===== src/rtl/jk_updown_counter.sv =====
// Mod-MODULUS up/down counter built from per-bit JK cells driven by toggle/hold excitation.
// Latency: one cycle, inputs sampled at posedge give the new q after that edge; jk_j/jk_k/tc are combinational.
// Backpressure: none, the counter accepts load/en on every cycle and never stalls.
module jk_updown_counter #(
  parameter int WIDTH   = 4,
  parameter int MODULUS = 10
) (
  input  logic             clk,
  input  logic             reset,
  input  logic             en,
  input  logic             up,
  input  logic             load,
  input  logic [WIDTH-1:0] din,
  output logic [WIDTH-1:0] q,
  output logic [WIDTH-1:0] q_bar,
  output logic [WIDTH-1:0] jk_j,
  output logic [WIDTH-1:0] jk_k,
  output logic             tc,
  output logic             err
);

  // Highest legal count; the extended modulus lets MODULUS == 2**WIDTH compare correctly.
  localparam logic [WIDTH-1:0] LAST    = WIDTH'(MODULUS - 1);
  localparam logic [WIDTH:0]   MOD_EXT = (WIDTH + 1)'(MODULUS);

  logic [WIDTH-1:0] nxt;
  logic [WIDTH-1:0] q_jk;
  logic             clip;
  logic             din_ok;

  assign din_ok = ({1'b0, din} < MOD_EXT);

  // Target next count by priority: load, count up, count down, hold.
  // Any corrupted state above LAST is steered back into the legal range.
  always_comb begin
    nxt  = q;
    clip = 1'b0;
    if (load) begin
      if (din_ok) begin
        nxt = din;
      end else begin
        nxt  = '0;
        clip = 1'b1;
      end
    end else if (en) begin
      if (up) begin
        if (q >= LAST) nxt = '0;
        else           nxt = q + 1'b1;
      end else begin
        if ((q == '0) || (q > LAST)) nxt = LAST;
        else                         nxt = q - 1'b1;
      end
    end
  end

  // Excitation: a bit that must change gets (1,1) toggle, otherwise (0,0) hold.
  assign jk_j = q ^ nxt;
  assign jk_k = q ^ nxt;

  // JK characteristic equation per bit; this is what the flops actually capture.
  assign q_jk = (jk_j & ~q) | (~jk_k & q);

  assign q_bar = ~q;

  assign tc = en & ~load & ((up & (q == LAST)) | (~up & (q == '0)));

  // Count state register, cleared asynchronously.
  always_ff @(posedge clk or negedge reset) begin
    if (!reset) q <= '0;
    else        q <= q_jk;
  end

  // Sticky illegal-load flag; only reset clears it.
  always_ff @(posedge clk or negedge reset) begin
    if (!reset)    err <= 1'b0;
    else if (clip) err <= 1'b1;
  end

endmodule


===== config.mk =====
export PLATFORM = sky130hd
export DESIGN_NAME = jk_updown_counter
export DESIGN_NICKNAME = d
export VERILOG_FILES = /design/src/rtl/jk_updown_counter.sv
export SDC_FILE = /design/constraint.sdc
export NUM_CORES = 1
export LEC_CHECK = 0
export BUFFER_PORTS_ARGS = -buffer_cell sky130_fd_sc_hd__buf_2
export CAP_MARGIN = 20
export CORE_MARGIN = 5
export CORE_UTILIZATION = 47
export CTS_BUF_LIST = sky130_fd_sc_hd__clkbuf_4 sky130_fd_sc_hd__clkbuf_8 sky130_fd_sc_hd__clkbuf_16
export DETAILED_ROUTE_END_ITERATION = 10
export GPL_ROUTABILITY_DRIVEN = 0
export PLACE_DENSITY = 0.81
export SYNTH_ARGS = -nofsm -noshare
export SYNTH_HDL_FRONTEND = slang
export SYNTH_SLANG_ARGS = --single-unit

===== constraint.sdc =====
create_clock -name clk -period 2.6 [get_ports clk]
set_clock_uncertainty 0.05 [all_clocks]
set_input_delay 0.26 -clock clk [delete_from_list [all_inputs] [get_ports clk]]
set_output_delay 0.26 -clock clk [all_outputs]
set_load 0.005 [all_outputs]

# Word level (Yosys, flattened, before mapping)
# Cells that the tools add are included.
dict set report word_totals {
  romBits 0
  ram_bits 0
  n_memories 0
  inputBits 9
  regBits 5
  latchBits 0
}
dict set report op_classes {
  n_div 0
  n_mux 8
  n_addsub 2
  mul 0
  n_reduce_logical 2
  n_eq_ne 1
  magnitude_cmp 3
  shifts 0
  bitwise 13
}
# operator n
set ops {}
lappend ops {{$mux W4} 6}
lappend ops {{$and A4 B4 Y4} 2}
lappend ops {{$not A4 Y4} 2}
lappend ops {{$add A4 B1 Y4 const B} 1}
lappend ops {{$and A1 B1 Y1} 4}
lappend ops {{$eq A4 B4 Y1 const B} 1}
lappend ops {{$ge A4 B4 Y1 const B} 1}
lappend ops {{$gt A4 B4 Y1 const B} 1}
lappend ops {{$logic_not A4 Y1} 1}
lappend ops {{$lt A4 B4 Y1 const B} 1}
lappend ops {{$or A4 B4 Y4} 1}
lappend ops {{$sub A4 B1 Y4 const B} 1}
lappend ops {{$xor A4 B4 Y4} 1}
lappend ops {{$mux W1} 2}
lappend ops {{$not A1 Y1} 2}
lappend ops {{$logic_or A1 B1 Y1} 1}
lappend ops {{$or A1 B1 Y1} 1}

# Depth between registers and ports, before layout
dict set report depth {
  depth_word 10
  mapped_depth 7
}

# Worst setup path after synthesis
# OpenSTA, ideal clock, no wires.
dict set report synth_timing {
  path_kind {flip-flop to output port}
  startpoint {reg q[0]}
  endpoint {out jk_k[3]}
  n_path_buf 1
  t_arrival_ps 1902
  path_slack_ps 388
  required_ps 2290
  stages_incl_launch_ff 8
  path_cell_list {dfrtp_1 -> inv_1 -> ha_1 -> and4bb_1 -> o31ai_4 -> mux2i_1 -> a211oi_1 -> buf_4}
}
dict set report synth_via {
  elab_chain_len 7
}
# element line
set synth_rtl {}
lappend synth_rtl {{start: declaration} 14} ;# output logic [WIDTH-1:0] q,
lappend synth_rtl {{start signal: assignment} 70} ;# else q <= q_jk;
lappend synth_rtl {{$gt A4 B4 Y1 / $logic_not A4 Y1 (equally long branches)} 50} ;# if ((q == '0) || (q > LAST)) nxt = LAST;
lappend synth_rtl {{$logic_or A1 B1 Y1} 50}
lappend synth_rtl {{$mux W4} 50}
lappend synth_rtl {{$mux W4 *} 46} ;# if (up) begin
lappend synth_rtl {{$mux W4 *} 45} ;# end else if (en) begin
lappend synth_rtl {{$mux W4 *} 38} ;# if (load) begin
lappend synth_rtl {{$xor A4 B4 Y4 *} -}
lappend synth_rtl {{end: declaration} 17} ;# output logic [WIDTH-1:0] jk_k,
# Every way passes the cells marked *; elsewhere a longest branch is shown, timed or not.

# Worst setup path in the final report
dict set report layout_timing {
  startpoint {reg q[0]}
  endpoint {out jk_k[1]}
}
dict set report layout_via {
  elab_chain_len 7
}
# element line
set layout_rtl {}
lappend layout_rtl {{$gt A4 B4 Y1 / $logic_not A4 Y1 (equally long branches)} 50}
lappend layout_rtl {{$logic_or A1 B1 Y1} 50}
lappend layout_rtl {{$mux W4} 50}
lappend layout_rtl {{$mux W4 *} 46}
lappend layout_rtl {{$mux W4 *} 45}
lappend layout_rtl {{$mux W4 *} 38}
lappend layout_rtl {{$xor A4 B4 Y4 *} 58} ;# assign jk_k = q ^ nxt;
# Marked as above.

==> out/results.tsv <==
metric	value	unit
grt_util_met3	0.01504	
synth_area_leaders	dfrtp_1 (18%), buf_4 (5.5%), ha_1 (5.5%)	
vias	725	
synth_area	678.2	sq um
p_seq_frac	0.277	
cts_buffers	3	
track_usage	0.1632	
synth_largest_area_cell	dfrtp_1	
hold_start	din[0]	
min-delay-path-class	primary input to register	
nFillCells	126	
viasPerCell	5.992	
cts_root_buffer	clkbuf_4	
wl_per_cell	14.68	microns
reg2reg_from	q[0]	
cts_tree	built	
htree_levels	1	
postSynthAreaPerCell	8.073	sq um
p_leak	0.4010	nW
reg2reg_slack	0.67	ns
intPower	0.2400	mW
area_growth	21.96	%
synth_edf_count	0	
ant_nets	0	
ys_seq_elements	5	
place_area	772.0	sq um
setup_tns	0	ns
p_per_area	461.7	nW/um^2
r2r-end	q[0]	
design_area	827.0	sq um
antenna_found_initial	0	
synth_nets	96	
reg2regPathDepth	6	
slowest_delay	0.45	ns
grt_overflow_total	0	
arrival	2.15	ns
grt_pass1_wl	2704	microns
fin_cells	121	
worst_pin_slew	0.5190	ns
drt_iter0_markers	28	
synth.distinct_cells	40	
diodes	0	
slowest_stage	dfrtp_1	
rows	13	
maxSlewViolCount	0	
p_comb_frac	0.467	
die_y	47.99	microns
sw_frac_of_total	0.3715	
die_w	47.99	microns
synth_top_area_frac	0.1845	
min_to	q[0]	
die_area	2303	sq um
drt-pass1-iter-count	4	
clockBufferDepth	2	
place_hpwl	1383	microns
critPathLaunchType	register	
async_reset_ff_frac	1.000	
grt_max_degree	19	
synth.most_common_cell	inv_1	
fin_nets	119	
coreArea	1334	sq um
finalCritPeriodShare	0.9464	
clk_latency	0.24	ns
drc	0	
clk_pin_slew	0.04	ns
synth_seq_area_share	0.1845	
cp_max_fo	8	
cap_violations	0	
synthFlopType	dfrtp_1	
io_buffers	26	
pwr-share-clk	0.256	
fin_util	0.6201	
status	completed	
yosysWarnings	0	
grt_use_met1	0.2197	
synth_commonest_cells	inv_1 (7), o21ai_0 (6), buf_4 (5), dfrtp_1 (5), nor2_1 (5)	
vdd_drop_max	302.8	uV
boundaryPins	27	
max_freq	406.4	MHz
fin_crit	2.461	ns
min_path_cells	3	
placed_cells	116	
top_usage_layer	met2	
p_switching	0.1418	mW
path_cells	inv_1 > ha_2 > or3b_1 > a21oi_1 > o31a_2 > xnor2_1 > buf_2	
grt_pass1_vias	612	
setup_viol	0	
start_util	0.5084	
relSlewSlack	0.6540	
cts_setup_buffers	0	
cts_sinks	5	
grt_use_met2	0.2744	
path_class	register to output pin	
drt_wl_total	1776	microns
drive_gt1_frac	0.3774	
final_hold_viol_count	0	
syn_inst	84	
critPathRequiredTime	2.29	ns
end_kind	output pin	
[timing repair]
action                                  in CTS  in global routing
hold endpoints to repair                     5                  0
endpoints found under the setup margin       0                  4
hold buffers                                 1                  0
gates resized for setup                      0                  5
[flip-flops by register name, summed over array words and instances (netlist names)]
register,count
err,1
q,4
[through the flow]
step / power [mW] / hold WS, ns / setup WS (ns)
finish: 0.3819 / 0.2568 / 0.1395
CTS: 0.3790 / 0.2518 / 0.09036
floorplan: 0.2291 / -0.08559 / 0.3878
global placement: 0.2721 / 0.02442 / 0.4526
global route: 0.4159 / 0.2568 / -0.002864
detailed placement: 0.2763 / 0.02673 / 0.3652
[cells by family after synthesis]
logic type / after synthesis / share of synthesized area
compound gates: 30 / 0.3432
xor+xnor: 3 / 0.03875
fa+ha+maj: 3 / 0.05536
buf+inv: 16 / 0.1199
flops: 5 / 0.1845
mux: 2 / 0.02952
simple gates: 25 / 0.2288
[worst max-delay path by stage]
| stage | start | end | slack, ns | cells after the start |
|---|---|---|---|---|
| global placement | q[0] | jk_j[1] | 0.45 | 7 |
| detailed placement | q[0] | jk_j[3] | 0.37 | 7 |
| CTS | q[0] | jk_k[1] | 0.09 | 7 |
| global route | q[0] | jk_k[1] | -0.003 | 7 |
| finish | q[0] | jk_k[1] | 0.14 | 7 |
| floorplan | q[0] | jk_k[3] | 0.39 | 7 |
[metal layers]
| layer | vias to the layer above | share of wire |
|---|---|---|
| li1 | 352 | - |
| met1 | 329 | 0.41 |
| met2 | 36 | 0.49 |
| met3 | 8 | 0.083 |
| met4 | 0 | 0.023 |
| met5 | - | 0 |
[cell type report]
| type | count | area [sq um] | area share |
|---|---|---|---|
| flip-flops and latches | 5 | 125.1 | 0.1513 |
| repair buffers | 27 | 140.1 | 0.1694 |
| clock buffers | 4 | 30.03 | 0.03631 |
| multi-input cells | 63 | 486.7 | 0.5885 |
| inverters | 7 | 26.28 | 0.03177 |
| well taps | 15 | 18.77 | 0.02269 |
[cells in the final DEF (no fill, tap or decap), types with 2 or more instances in the layout]
cell and count:
a21oi_1 3, mux2i_1 2, nand2_1 4, a31oi_1 2, o211a_1 2, o21bai_1 2, xnor2_1 3, inv_1 7
nor3_1 2, clkbuf_4 4, nor2b_1 3, nor2_1 5, o21ai_0 6, dfrtp_1 5, ha_2 2, a31o_2 2
buf_2 26
[power groups by stage]
stage               logic [mW]  clock network [mW]  registers [mW]
CTS                      0.173               0.102           0.105
detailed placement       0.171                   0           0.105
global route             0.197               0.111           0.107
floorplan                0.132                   0          0.0968
finish                   0.178              0.0977           0.106
global placement         0.167                   0           0.105
[worst max-delay path, delay by kind of cell (launching register included)]
family / cells / cell delay (ns)
DFF: 1 / 0.45
and+or+nand+nor: 1 / 0.39
AOI/OAI and AO/OA: 2 / 0.34
buffers and inverters: 2 / 0.32
adders and majority gates: 1 / 0.27
xor gates and xnor gates: 1 / 0.13
Power figures use the tool's default switching activity.
